--- config.mk ---
export PLATFORM = sky130hd
export DESIGN_NAME = hdmi_data_island_scheduler
export DESIGN_NICKNAME = d
export VERILOG_FILES = /design/src/rtl/hdmi_pkg.sv /design/src/rtl/hdmi_packet_serializer.sv /design/src/rtl/hdmi_data_island_scheduler.sv
export SDC_FILE = /design/constraint.sdc
export NUM_CORES = 1
export LEC_CHECK = 0
export ABC_AREA = 1
export BUFFER_PORTS_ARGS = -buffer_cell sky130_fd_sc_hd__buf_2
export CORE_ASPECT_RATIO = 0.6
export CORE_MARGIN = 4
export CORE_UTILIZATION = 38
export DETAILED_ROUTE_END_ITERATION = 6
export HOLD_SLACK_MARGIN = 0.12
export SLEW_MARGIN = 10
export SYNTH_ARGS = -nofsm -noshare
export SYNTH_HDL_FRONTEND = slang
export SYNTH_SLANG_ARGS = --single-unit
--- constraint.sdc ---
create_clock -name clk -period 3.85 [get_ports clk]
set_input_delay 0.1925 -clock clk [delete_from_list [all_inputs] [get_ports clk]]
set_output_delay 0.1925 -clock clk [all_outputs]
set_load 0.01 [all_outputs]
--- src/rtl/hdmi_pkg.sv ---
// Shared definitions for the HDMI data-island datapath: period codes,
// control-bit patterns, period lengths and the island scheduler state set.
package hdmi_pkg;

    localparam logic [1:0] PERIOD_CONTROL  = 2'd0;
    localparam logic [1:0] PERIOD_PREAMBLE = 2'd1;
    localparam logic [1:0] PERIOD_GUARD    = 2'd2;
    localparam logic [1:0] PERIOD_DATA     = 2'd3;

    localparam logic [3:0] CTL_IDLE          = 4'b0000;
    localparam logic [3:0] CTL_DATA_PREAMBLE = 4'b0101;

    localparam int PREAMBLE_LEN = 8;
    localparam int GUARD_LEN    = 2;
    localparam int PACKET_LEN   = 32;

    typedef enum logic [2:0] {
        ST_CTRL   = 3'd0,
        ST_PRE    = 3'd1,
        ST_LGUARD = 3'd2,
        ST_DATA   = 3'd3,
        ST_TGUARD = 3'd4
    } island_state_t;

endpackage

--- src/rtl/hdmi_packet_serializer.sv ---
// Holds the packet currently being sent and slices out the header bit and
// the two subpacket bit-pairs belonging to one pixel of the 32-pixel packet.
// When a new packet is being loaded the incoming data is used directly, so a
// back-to-back packet shows its first pixel on the cycle right after the load.
import hdmi_pkg::*;

module hdmi_packet_serializer (
    input  logic         clk,
    input  logic         reset,
    input  logic         i_load,
    input  logic [31:0]  i_header,
    input  logic [255:0] i_sub,
    input  logic [4:0]   i_index,
    output logic         o_hdrBit,
    output logic [3:0]   o_d1,
    output logic [3:0]   o_d2
);

    logic [31:0]  r_header;
    logic [255:0] r_sub;
    logic [31:0]  w_header;
    logic [255:0] w_sub;

    // Capture the packet on every accepted transfer; reset drops it.
    always_ff @(posedge clk) begin
        if (reset) begin
            r_header <= '0;
            r_sub    <= '0;
        end else if (i_load) begin
            r_header <= i_header;
            r_sub    <= i_sub;
        end
    end

    assign w_header = i_load ? i_header : r_header;
    assign w_sub    = i_load ? i_sub    : r_sub;
    assign o_hdrBit = w_header[i_index];

    // Subpacket k supplies bit 2n to channel 1 and bit 2n+1 to channel 2.
    always_comb begin
        o_d1 = '0;
        o_d2 = '0;
        for (int k = 0; k < 4; k++) begin
            o_d1[k] = w_sub[{k[1:0], i_index, 1'b0}];
            o_d2[k] = w_sub[{k[1:0], i_index, 1'b1}];
        end
    end

endmodule

--- src/rtl/hdmi_data_island_scheduler.sv ---
// Data-island sequencer: waits for enough control pixels inside blanking,
// then emits preamble, leading guard, one or more 32-pixel packets and a
// trailing guard. All outputs except pkt_ready are registered and show the
// pixel chosen at the previous clock edge.
import hdmi_pkg::*;

module hdmi_data_island_scheduler #(
    parameter int MAX_PACKETS = 18,
    parameter int MIN_CTL     = 4
) (
    input  logic         clk,
    input  logic         reset,
    input  logic         blank_window,
    input  logic         hsync,
    input  logic         vsync,
    input  logic         pkt_valid,
    output logic         pkt_ready,
    input  logic [31:0]  pkt_header,
    input  logic [255:0] pkt_sub,
    output logic [1:0]   period,
    output logic [3:0]   ctl,
    output logic [3:0]   d0,
    output logic [3:0]   d1,
    output logic [3:0]   d2
);

    localparam logic [4:0] LAST_PRE   = 5'(PREAMBLE_LEN - 1);
    localparam logic [4:0] LAST_GUARD = 5'(GUARD_LEN - 1);
    localparam logic [4:0] LAST_DATA  = 5'(PACKET_LEN - 1);

    island_state_t r_state;
    logic [4:0]    r_pix;
    logic [4:0]    r_pktCount;
    logic [7:0]    r_gap;
    logic [1:0]    r_period;
    logic [3:0]    r_ctl;
    logic [3:0]    r_d0;
    logic [3:0]    r_d1;
    logic [3:0]    r_d2;

    logic          w_ready;
    logic          w_xfer;
    logic          w_moreAllowed;
    logic [4:0]    w_serIdx;
    logic          w_hdrBit;
    logic [3:0]    w_subD1;
    logic [3:0]    w_subD2;
    logic [1:0]    w_sync;

    assign w_sync        = {vsync, hsync};
    assign w_moreAllowed = ({1'b0, r_pktCount} + 6'd1) < 6'(MAX_PACKETS);

    // A packet may start an island after enough control pixels, or extend
    // one at the last pixel of the current packet while the limit allows.
    assign w_ready = ((r_state == ST_CTRL) && blank_window && (r_gap >= 8'(MIN_CTL)))
                  || ((r_state == ST_DATA) && (r_pix == LAST_DATA) && w_moreAllowed);
    assign w_xfer    = w_ready && pkt_valid;
    assign pkt_ready = w_ready;

    // Pixel index that will be displayed after the coming edge.
    assign w_serIdx = ((r_state == ST_DATA) && (r_pix != LAST_DATA)) ? (r_pix + 5'd1) : 5'd0;

    hdmi_packet_serializer u_serializer (
        .clk      (clk),
        .reset    (reset),
        .i_load   (w_xfer),
        .i_header (pkt_header),
        .i_sub    (pkt_sub),
        .i_index  (w_serIdx),
        .o_hdrBit (w_hdrBit),
        .o_d1     (w_subD1),
        .o_d2     (w_subD2)
    );

    // Island FSM with counters; each branch also registers the outputs for
    // the pixel it moves to.
    always_ff @(posedge clk) begin
        if (reset) begin
            r_state    <= ST_CTRL;
            r_pix      <= '0;
            r_pktCount <= '0;
            r_gap      <= '0;
            r_period   <= PERIOD_CONTROL;
            r_ctl      <= CTL_IDLE;
            r_d0       <= '0;
            r_d1       <= '0;
            r_d2       <= '0;
        end else begin
            r_ctl <= CTL_IDLE;
            r_d0  <= {2'b00, w_sync};
            r_d1  <= '0;
            r_d2  <= '0;
            case (r_state)
                ST_CTRL: begin
                    if (w_xfer) begin
                        r_state    <= ST_PRE;
                        r_pix      <= '0;
                        r_pktCount <= '0;
                        r_gap      <= '0;
                        r_period   <= PERIOD_PREAMBLE;
                        r_ctl      <= CTL_DATA_PREAMBLE;
                    end else begin
                        if (r_gap < 8'(MIN_CTL)) begin
                            r_gap <= r_gap + 8'd1;
                        end
                        r_period <= PERIOD_CONTROL;
                    end
                end
                ST_PRE: begin
                    if (r_pix == LAST_PRE) begin
                        r_state  <= ST_LGUARD;
                        r_pix    <= '0;
                        r_period <= PERIOD_GUARD;
                        r_d0     <= {2'b11, w_sync};
                    end else begin
                        r_pix    <= r_pix + 5'd1;
                        r_period <= PERIOD_PREAMBLE;
                        r_ctl    <= CTL_DATA_PREAMBLE;
                    end
                end
                ST_LGUARD: begin
                    if (r_pix == LAST_GUARD) begin
                        r_state  <= ST_DATA;
                        r_pix    <= '0;
                        r_period <= PERIOD_DATA;
                        r_d0     <= {1'b0, w_hdrBit, w_sync};
                        r_d1     <= w_subD1;
                        r_d2     <= w_subD2;
                    end else begin
                        r_pix    <= r_pix + 5'd1;
                        r_period <= PERIOD_GUARD;
                        r_d0     <= {2'b11, w_sync};
                    end
                end
                ST_DATA: begin
                    if (r_pix == LAST_DATA) begin
                        if (w_xfer) begin
                            r_pix      <= '0;
                            r_pktCount <= r_pktCount + 5'd1;
                            r_period   <= PERIOD_DATA;
                            r_d0       <= {1'b1, w_hdrBit, w_sync};
                            r_d1       <= w_subD1;
                            r_d2       <= w_subD2;
                        end else begin
                            r_state  <= ST_TGUARD;
                            r_pix    <= '0;
                            r_period <= PERIOD_GUARD;
                            r_d0     <= {2'b11, w_sync};
                        end
                    end else begin
                        r_pix    <= r_pix + 5'd1;
                        r_period <= PERIOD_DATA;
                        r_d0     <= {1'b1, w_hdrBit, w_sync};
                        r_d1     <= w_subD1;
                        r_d2     <= w_subD2;
                    end
                end
                ST_TGUARD: begin
                    if (r_pix == LAST_GUARD) begin
                        r_state  <= ST_CTRL;
                        r_pix    <= '0;
                        r_gap    <= '0;
                        r_period <= PERIOD_CONTROL;
                    end else begin
                        r_pix    <= r_pix + 5'd1;
                        r_period <= PERIOD_GUARD;
                        r_d0     <= {2'b11, w_sync};
                    end
                end
                default: begin
                    r_state  <= ST_CTRL;
                    r_pix    <= '0;
                    r_gap    <= '0;
                    r_period <= PERIOD_CONTROL;
                end
            endcase
        end
    end

    assign period = r_period;
    assign ctl    = r_ctl;
    assign d0     = r_d0;
    assign d1     = r_d1;
    assign d2     = r_d2;

endmodule

* Word level (Yosys, flattened, before mapping) *
Cells that the tools add are included.

storage, ports and cells
  bits in registers = 327
  input bits = 294
  output and inout bits = 19
  logic and storage cells = 122

cells by class
  add/sub/neg operators = 4
  magnitude comparators = 12
  equality and inequality tests = 16
  muxes and demuxes = 64
  bitwise gates (word level) = 1
  reduce and logical (&&, ||, !) cells = 14

operator list
  operator             number
  $mux 256             1
  $bmux 1 s5           9
  $mux 4               10
  $lt 8x9->1 const B   4
  $mux 5               7
  $mux 32              1
  $mux 3               9
  $mux 8               3
  $pmux 8 s3           1
  $pmux 5 s4           1
  $lt 6x9->1 const B   2
  $lt 7x9->1 const B   2
  $pmux 4 s2           2
  $pmux 4 s4           1
  $pmux 3 s5           1
  $mux 1               12
  $add 5x1->5 const B  2
  $pmux 2 s5           1
  $pmux 5 s2           1
  $add 8x1->8 const B  1
  $ge 8x3->1 const B   1
  $lt 8x3->1 const B   1
  $ne 2x2->1 const B   4
  $add 5x1->6 const B  1
  other kinds (23)     33

* Logic depth before layout (Yosys ltp) *
Gate-level depths: netlist of the first run.

  depth in word-level cells = 11
  mapped depth = 22
  depth with buffers taken out = 21

* Hierarchy *
From an unflattened synthesis of the first run, not the netlist that was laid out.

second synthesis, totals
  cell total of the unflattened synthesis = 2144
  area total of the unflattened synthesis = 14869.3 um2

modules (own cells, without submodules)
  module                      instances  cells an instance  area an instance (um2)  sequential area each (um2)
  hdmi_packet_serializer      1          1904               13162.6                 5765.5
  hdmi_data_island_scheduler  1          240                1706.6                  720.7

* Worst setup path before layout of the first run *
OpenSTA, ideal clock, no wires.

  kind = register -> register
  start = reg r_pix[0]
  end = reg r_d1[2], in the netlist d1[2]
  setup time = 0.112 ns
  arrival time = 2.333 ns
  required time = 3.738 ns
  setup slack = 1.405 ns
  cell stages (with the launch flop) = 20
  buffers on the path = 1
  period minus slack after synthesis = 2.445 ns
  cells stage by stage = dfxtp_1 -> ha_1 -> nand2_1 -> nor2_1 -> ha_1 -> nand2_1 -> nor2_1 -> nand2_1 -> nand2_2 -> nand2_4 -> buf_4 -> or2_2 -> o21ai_0 -> nand2_1 -> nand3_1 -> nand3_1 -> nand3_1 -> nand3_1 -> nand2_1 -> nor2_1

between the ends
  word-level cells in the longest chain between the ends = 11
  elaborated cells between the ends (all ways) = 17
  classes of those cells = 1 x add/sub; 3 x eq/ne; 8 x mux; 5 x reduce/logical

ends and longest elaborated chain
  what                                                                  line                               RTL
  start: declaration                                                    hdmi_data_island_scheduler.sv:32   logic [4:0] r_pix;
  start signal: assignment                                              hdmi_data_island_scheduler.sv:116  r_pix <= r_pix + 5'd1;
  start signal: assignment                                              hdmi_data_island_scheduler.sv:130  r_pix <= r_pix + 5'd1;
  start signal: assignment                                              hdmi_data_island_scheduler.sv:151  r_pix <= r_pix + 5'd1;
  parallel branches: the longest is 10 deep, another holds $add 5x1->5  -
  $pmux 4 s2 (*)                                                        hdmi_data_island_scheduler.sv:93   case (r_state)
  end signal: assignment                                                hdmi_data_island_scheduler.sv:127  r_d1 <= w_subD1;
  end signal: assignment                                                hdmi_data_island_scheduler.sv:142  r_d1 <= w_subD1;
  end signal: assignment                                                hdmi_data_island_scheduler.sv:154  r_d1 <= w_subD1;
  end: declaration                                                      hdmi_data_island_scheduler.sv:38   logic [3:0] r_d1;

Mark *: on every way between the ends. The select of a mux whose other input is x is not followed.
A chain may end at the register's enable or synchronous reset.

* Worst setup path after layout of the first run *
  start = reg r_pix[0]
  end = reg r_d0[2], in the netlist d0[2]

between the ends
  word-level cells in the longest chain between the ends = 11
  elaborated cells between the ends (all ways) = 20
  classes of those cells = 1 x add/sub; 4 x eq/ne; 10 x mux; 5 x reduce/logical

ends and longest elaborated chain
  what                                                                  line                               RTL
  parallel branches: the longest is 10 deep, another holds $add 5x1->5  -
  $pmux 4 s4 (*)                                                        hdmi_data_island_scheduler.sv:93
  end signal: assignment                                                hdmi_data_island_scheduler.sv:90   r_d0 <= {2'b00, w_sync};
  end signal: assignment                                                hdmi_data_island_scheduler.sv:141  r_d0 <= {1'b1, w_hdrBit, w_sync};
  end signal: assignment                                                hdmi_data_island_scheduler.sv:148  r_d0 <= {2'b11, w_sync};
  end: declaration                                                      hdmi_data_island_scheduler.sv:37   logic [3:0] r_d0;

Marked as above.

==> results of run 1 <==
cell type report:
cell class / instances / area share [%]
multi-input combinational: 1503 / 31.60
sequential: 324 / 29.91
clock buffer: 57 / 5.124
tap: 560 / 3.231
clock inverter: 4 / 0.09233
antenna: 5 / 0.05770
timing repair buffer: 627 / 22.04
inverter: 457 / 7.940
path summary, 6_finish.rpt:
| path | end | slack [ns] | cells after the start |
|---|---|---|---|
| setup reg to reg | d0[2]$_SDFF_PP0_ | 0.42 | 15 |
| hold / removal | u_serializer.r_sub[63]$_SDFF_PP0_ | 0.14 | 2 |
| setup / recovery | d0[2]$_SDFF_PP0_ | 0.42 | 15 |
| hold reg to reg | r_gap[4]$_SDFFE_PP0P_ | 0.44 | 2 |
placed cells by master, fill, tap and decap left out, types with 7 or more instances in the layout:
cell	synthesis	routed
a21oi_1	54	54
buf_12	0	9
buf_2	30	309
buf_4	13	18
clkbuf_1	70	9
clkbuf_16	0	37
clkbuf_8	0	11
dfxtp_1	324	324
dlygate4sd3_1	0	290
inv_1	446	446
inv_2	9	7
mux2i_1	9	9
nand2_1	515	515
nand3_1	275	275
nor2_1	286	286
o211ai_1	55	55
o21ai_0	81	81
o21ai_1	174	174
or2_2	16	16
flip-flops by register name, summed over array words and instances, names as in the netlist:
signal / cells
d0: 4
u_serializer.r_header: 32
r_state: 3
d2: 4
period: 2
r_gap: 8
ctl: 1
r_pix: 5
d1: 4
u_serializer.r_sub: 256
r_pktCount: 5
layer usage:
layer	wire, µm	share of wire, %	track usage (%)
met1	25600	46	32.54
met2	25860	46	39.81
met3	3102	5.5	3.581
met4	1628	2.9	7.461
met5	13	0.023	0
worst max-delay path, cell delays in order, from the launching register on:
cell and delay, ns:
dfxtp_1 0.45, ha_1 0.21, nand2_1 0.10, nor2_1 0.12, ha_1 0.22, nand2_1 0.08, nor2_1 0.10, nand2_1 0.07
nand2_2 0.11, nand2_8 0.22, inv_2 0.52, nor2_1 0.29, nor3_1 0.40, nand2_1 0.13, and3_1 0.17, a21oi_1 0.15
per-stage QoR:
stage / cells / cell area (µm²)
CTS: 3532 / 21670
floorplan: 2440 / 15910
detailed placement: 3181 / 17640
global placement: 3181 / 17640
finish: 3537 / 21680
global route: 3535 / 21680
power by group:
part           switching, W  internal (W)
clock               0.00139       0.00197
combinational      0.000683      0.000545
sequential        0.0000511       0.00348
cell families after synthesis:
logic type / count (synthesis)
simple gates: 1115
buf+inv: 613
compound gates: 369
flops: 324
mux: 9
fa+ha+maj: 6
xor+xnor: 2
other cells: 1
==> results.md, run 1 <==
* Final period util at 88.98%
* Simple-gate area share of the yosys netlist at 29.18%
* CTS tree: built
* Slew Limit Fails at 0
* Longest Clk Path Bufs at 3
* DP HPWL at 34890 µm
* Antenna violations before repair at 4
* Setup crit start: r_pix[0]$_SDFFE_PP0N_
* List of most frequent post-synthesis cells: nand2_1, inv_1, dfxtp_1
* Seq/Total Area, Yosys at 40.78%
* CP arrival at 3.87 ns
* Post-Synthesis Cells at 2439
* Post-synthesis xor/xnor area fraction at 0.1101%
* Peak supply drop at 242.0 µV
* Post-synthesis adder-cell area fraction at 0.4720%
* I/O Pins at 313
* Final Power at 0.008117 W
* GRT Residual Overflow at 0
* DRT Pass-1 Iters at 6
* Final wirelength at 56200 µm
* Initial DRC count at 1301
* Multi-input gate area at 6852 µm²
* Post-synth EDFFs at 0
* GP Congestion at 0.8093
* Synth area leaders: dfxtp_1, nand2_1, inv_1
* Worst Setup End Kind: flop
* HP Class: in -> reg
* Synth async-reset ratio at 0%
* Element type at the critical path start: flop
* Via Count at 16980
* Antenna violation net count after detailed routing at 0
* TritonCTS Buffers at 35
* Maxcap violations at 0
* Wire per inst at 15.89 µm
* Gr usage total at 24.03%
* Avg Inst Size Synth at 6.522 µm²
* # rows at 57
* Status: finished, final reports clean
* Htree depth at 2
* Setup TNS at 0 ns
* CTS clk-pin slew, worst paths at 0.06 ns
* Vias in the first global route at 16640
* Count leader, synth: nand2_1
* Root buffer cell: clkbuf_16
* Slew headroom at 39.13%
* Remaining routing DRC violations at 0
* Synthesized cell area at 15910 µm²
* Port Buffers at 310
* Drt via density at 4.800
* Post-CTS resize count at 0
* Seq cells post-synth at 324
* Placement Setup Slack at 0.4765 ns
* Fin util at 53.06%
* Count of final setup violators at 0
* First-pass GRT wire length at 88480 µm
* Synthesis warning total at 0
* CORE AREA at 40870 µm²
* Synth Area in Compound Gates at 12.58%
* CTS Sinks at 324
* Initial core utilization at 38.92%
* Register area at 6486 µm²
* Die height at 166.5 µm
* Die width at 272.1 µm
* Largest net degree at the start of global routing at 150
* RSZ-0062 raised after global routing: no
* Fin crit period at 3.426 ns
* Required @ worst endpoint at 4.30 ns
* Hold path startpoint: reset
* Critical path class: reg -> reg
* Share of cells above drive strength 1 at 14.20%
* Worst skew pair latency at 0.52 ns
* Area leader, netlist: dfxtp_1
* Post-CTS Hold Buffers at 290
* Critical Path Fanout Max at 44
* Yosys cell types at 36
* Share of the synthesized area in the top cell type at 40.78%
* Post-CTS setup buffer count at 0
* Post-synthesis mux area share at 0.5663%
* Main flop type after synthesis: dfxtp_1
* Die area at 45300 µm²
* Filler cells at 3946
* Nets@finish at 3248
* Final hold violation count at 0
* Combinational family with the most area after synthesis: simple AND/OR/NAND/NOR gates
* Final WS setup at 0.4242 ns
* Actual slew at the worst max-slew pin at 0.9130 ns
* WHS at 0.1377 ns
* P&R area growth vs syn at 36.32%
* Max Fclk at 291.9 MHz
* Fin Clk Skew at 0.01880 ns
* Power per cell area at 374.3 nW/µm²
* Leak at 9.529 nW
* Critical R2R Launch: r_pix[0]$_SDFFE_PP0N_
Note: power is estimated with default switching activity, not from simulation.
==> inputs of run 2 (changes only) <==
- CELL_PAD_IN_SITES_DETAIL_PLACEMENT: unset -> 0
- CELL_PAD_IN_SITES_GLOBAL_PLACEMENT: unset -> 1
- GPL_ROUTABILITY_DRIVEN: unset -> 0
- PLACE_DENSITY_LB_ADDON: unset -> 0.1
==> run 2 against run 1 <==
Effect of this change: cell count rose by 0.57%; critical path depth is 2 higher; global-route usage grew 1.4 points.
==> results.md, run 2 (synthesis results as in run 1) <==
* Maxcap violations at 0 (unchanged)
* Critical path class: reg -> reg (unchanged)
* Remaining routing DRC violations at 0 (unchanged)
* Critical Path Fanout Max at 129 (was 44)
* Antenna violations before repair at 2 (was 4)
* Fin Clk Skew at 0.01344 ns (was 0.01880 ns)
* Leak at 9.680 nW (was 9.529 nW)
* Commonest non-fill, non-tap cell in the layout: nand2_1 (unchanged)
* Worst path bufs/invs at 1 (unchanged)
* Final WS setup at 0.5334 ns (was 0.4242 ns)
* Cells along the critical path: ha_1 -> nand2_1 -> nor2_1 -> ha_1 -> nand2_1 -> nor2_1 -> nand2_1 -> nand2_2 -> nand2_8 -> buf_12 -> o21ai_1 -> nand2_1 -> nand3_1 -> nand3_1 -> nand3_1 -> nand3_1 -> a21oi_1 (was ha_1 -> nand2_1 -> nor2_1 -> ha_1 -> nand2_1 -> nor2_1 -> nand2_1 -> nand2_2 -> nand2_8 -> inv_2 -> nor2_1 -> nor3_1 -> nand2_1 -> and3_1 -> a21oi_1)
* DRT Pass-1 Iters at 5 (was 6)
* Largest net degree at the start of global routing at 183 (was 150)
* Setup crit start: r_pix[0]$_SDFFE_PP0N_ (unchanged)
* CORE AREA at 40870 µm² (unchanged)
* Count of final setup violators at 0 (unchanged)
* Die area at 45300 µm² (unchanged)
* Share of cells above drive strength 1 at 14.52% (was 14.20%)
* Max reg flops at 256 (unchanged)
* Power per cell area at 375.6 nW/µm² (was 374.3 nW/µm²)
* Setup TNS at 0 ns (unchanged)
* DR top layer: met5 (unchanged)
* TritonCTS Buffers at 36 (was 35)
* Max Fclk at 301.5 MHz (was 291.9 MHz)
* Required @ worst endpoint at 4.30 ns (about the same)
* Root buffer cell: clkbuf_16 (unchanged)
* Final Power at 0.008219 W (was 0.008117 W)
* RSZ-0062 raised after global routing: no (unchanged)
* CTS Sinks at 324 (unchanged)
* Htree depth at 2 (unchanged)
* Initial core utilization at 38.92% (unchanged)
* Final hold violation count at 0 (unchanged)
* Top Registers: u_serializer.r_sub (256), u_serializer.r_header (32), r_gap (8) (unchanged)
* Longest Clk Path Bufs at 3 (unchanged)
* Status: finished, final reports clean (unchanged)
* CP top delay family: simple AND/OR/NAND/NOR gates (unchanged)
* Hold path startpoint: pkt_sub[57] (was reset)
* Element type at the critical path start: flop (unchanged)
* Slew Limit Fails at 0 (unchanged)
* I/O Pins at 313 (unchanged)
* Vias in the first global route at 16300 (was 16640)
* Port Buffers at 310 (unchanged)
* Most frequent cells in the layout: nand2_1, inv_1, dfxtp_1 (unchanged)
* Internal power at 0.006017 W (was 0.005991 W)
* CTS clk-pin slew, worst paths at 0.06 ns (about the same)
* Final period util at 86.14% (was 88.98%)
* HP Class: in -> reg (unchanged)
* Final wirelength at 59620 µm (was 56200 µm)
* Filler cells at 4010 (was 3946)
* Register area at 6486 µm² (unchanged)
* Worst Setup End Kind: flop (unchanged)
* DP Cell Count at 3187 (was 3181)
* Clock power share at 41.9% (was 41.4%)
* Drt via density at 4.762 (was 4.800)
* Met3 wirelength from detailed routing at 3491 µm (was 3102 µm)
* Fin crit period at 3.317 ns (was 3.426 ns)
* Die width at 272.1 µm (unchanged)
* Worst path max stage delay at 0.44 ns (was 0.52 ns)
* Die height at 166.5 µm (unchanged)
* Crit path max-delay cell type: dfxtp_1 (was inv_2)
* DP HPWL at 37720 µm (was 34890 µm)
* P&R area growth vs syn at 37.58% (was 36.32%)
* Wire length on met2 at 25740 µm (was 25860 µm)
* CP arrival at 3.77 ns (was 3.87 ns)
* Gr usage total at 25.45% (was 24.03%)
* Nets@finish at 3270 (was 3248)
* Peak supply drop at 288.6 µV (was 242.0 µV)
* Comb power frac at 15.1% (about the same)
* Finished Layout Cells at 3557 (was 3537)
* GRT Residual Overflow at 0 (unchanged)
* Antenna violation net count after detailed routing at 0 (unchanged)
* Top reg by flops: u_serializer.r_sub (unchanged)
* Placement Setup Slack at 0.5643 ns (was 0.4765 ns)
* Wire per inst at 16.76 µm (was 15.89 µm)
* # rows at 57 (unchanged)
* Slew headroom at 37.48% (was 39.13%)
* Initial DRC count at 1251 (was 1301)
* Post-CTS setup buffer count at 0 (unchanged)
* First-pass GRT wire length at 91800 µm (was 88480 µm)
* Switching part of the total power at 26.79% (was 26.19%)
* Reg power frac at 43.0% (was 43.5%)
* Multi-input gate area at 6852 µm² (unchanged)
* CTS tree: built (unchanged)
* Actual slew at the worst max-slew pin at 0.9378 ns (was 0.9130 ns)
* Met1 wire length at 28660 µm (was 25600 µm)
* Via Count at 16940 (was 16980)
* Fin util at 53.55% (was 53.06%)
* Switch Pwr at 0.002202 W (was 0.002126 W)
* Critical R2R Launch: r_pix[0]$_SDFFE_PP0N_ (unchanged)
* Worst skew pair latency at 0.52 ns (about the same)
[run 2: changes by cell type in the layout (fill, tap and decap cells not counted)]
cell,before,now
buf_12,9,8
clkbuf_1,9,4
diode_2,5,2
clkinv_2,5,10
inv_4,0,1
clkbuf_8,11,12
dlygate4sd3_1,290,305
buf_4,18,25
[run 2: worst min-delay path, cell delays in order]
cell	delay [ns]
buf_2	0.07
or2_0	0.13
o21ai_1	0.12
nor2_1	0.09
[run 2: power by group through the flow]
| stage | logic [W] | clock network (W) | registers (W) |
|---|---|---|---|
| final | 0.00124 | 0.00344 | 0.00353 |
| after global routing | 0.00140 | 0.00368 | 0.00354 |
| after CTS | 0.00123 | 0.00353 | 0.00353 |
| after detailed placement | 0.000990 | 0 | 0.00360 |
| after global placement | 0.000982 | 0 | 0.00360 |
| after floorplan | 0.000647 | 0 | 0.00359 |
[run 2: routing by layer]
layer	vias up	track usage [%]
met1	7758	36.64
li1	8587	-
met5	-	0
met3	115	4.573
met2	477	39.25
met4	2	7.079
[run 2: per-stage QoR]
step / cell area (µm²) / hold WS, ns
2_1_floorplan: 15910 / 0.2995
3_3_place_gp: 17670 / 0.3973
3_5_place_dp: 17670 / 0.4095
4_1_cts: 21880 / 0.1216
5_1_grt: 21880 / 0.2232
6_report: 21880 / 0.1251
[run 2: final timing paths]
check	cells past startpoint	to	slack (ns)
worst max-delay path	17	d1[3]$_SDFF_PP0_	0.53
worst min-delay path	4	u_serializer.r_sub[57]$_SDFF_PP0_	0.13
worst max register to register	17	d1[3]$_SDFF_PP0_	0.53
worst min register to register	2	r_gap[4]$_SDFFE_PP0P_	0.44
[run 2: layout make-up]
class	instances	area share, %
tap	560	3.202
clock inverter	10	0.2458
sequential	324	29.64
clock buffer	53	5.054
inverter	457	7.855
multi-input combinational	1503	31.31
antenna	2	0.02287
timing repair buffer	648	22.67
[run 2: repair_timing]
action,CTS,global route
hold endpoints to repair,302,0
resized for setup,0,0
hold buffers,305,0
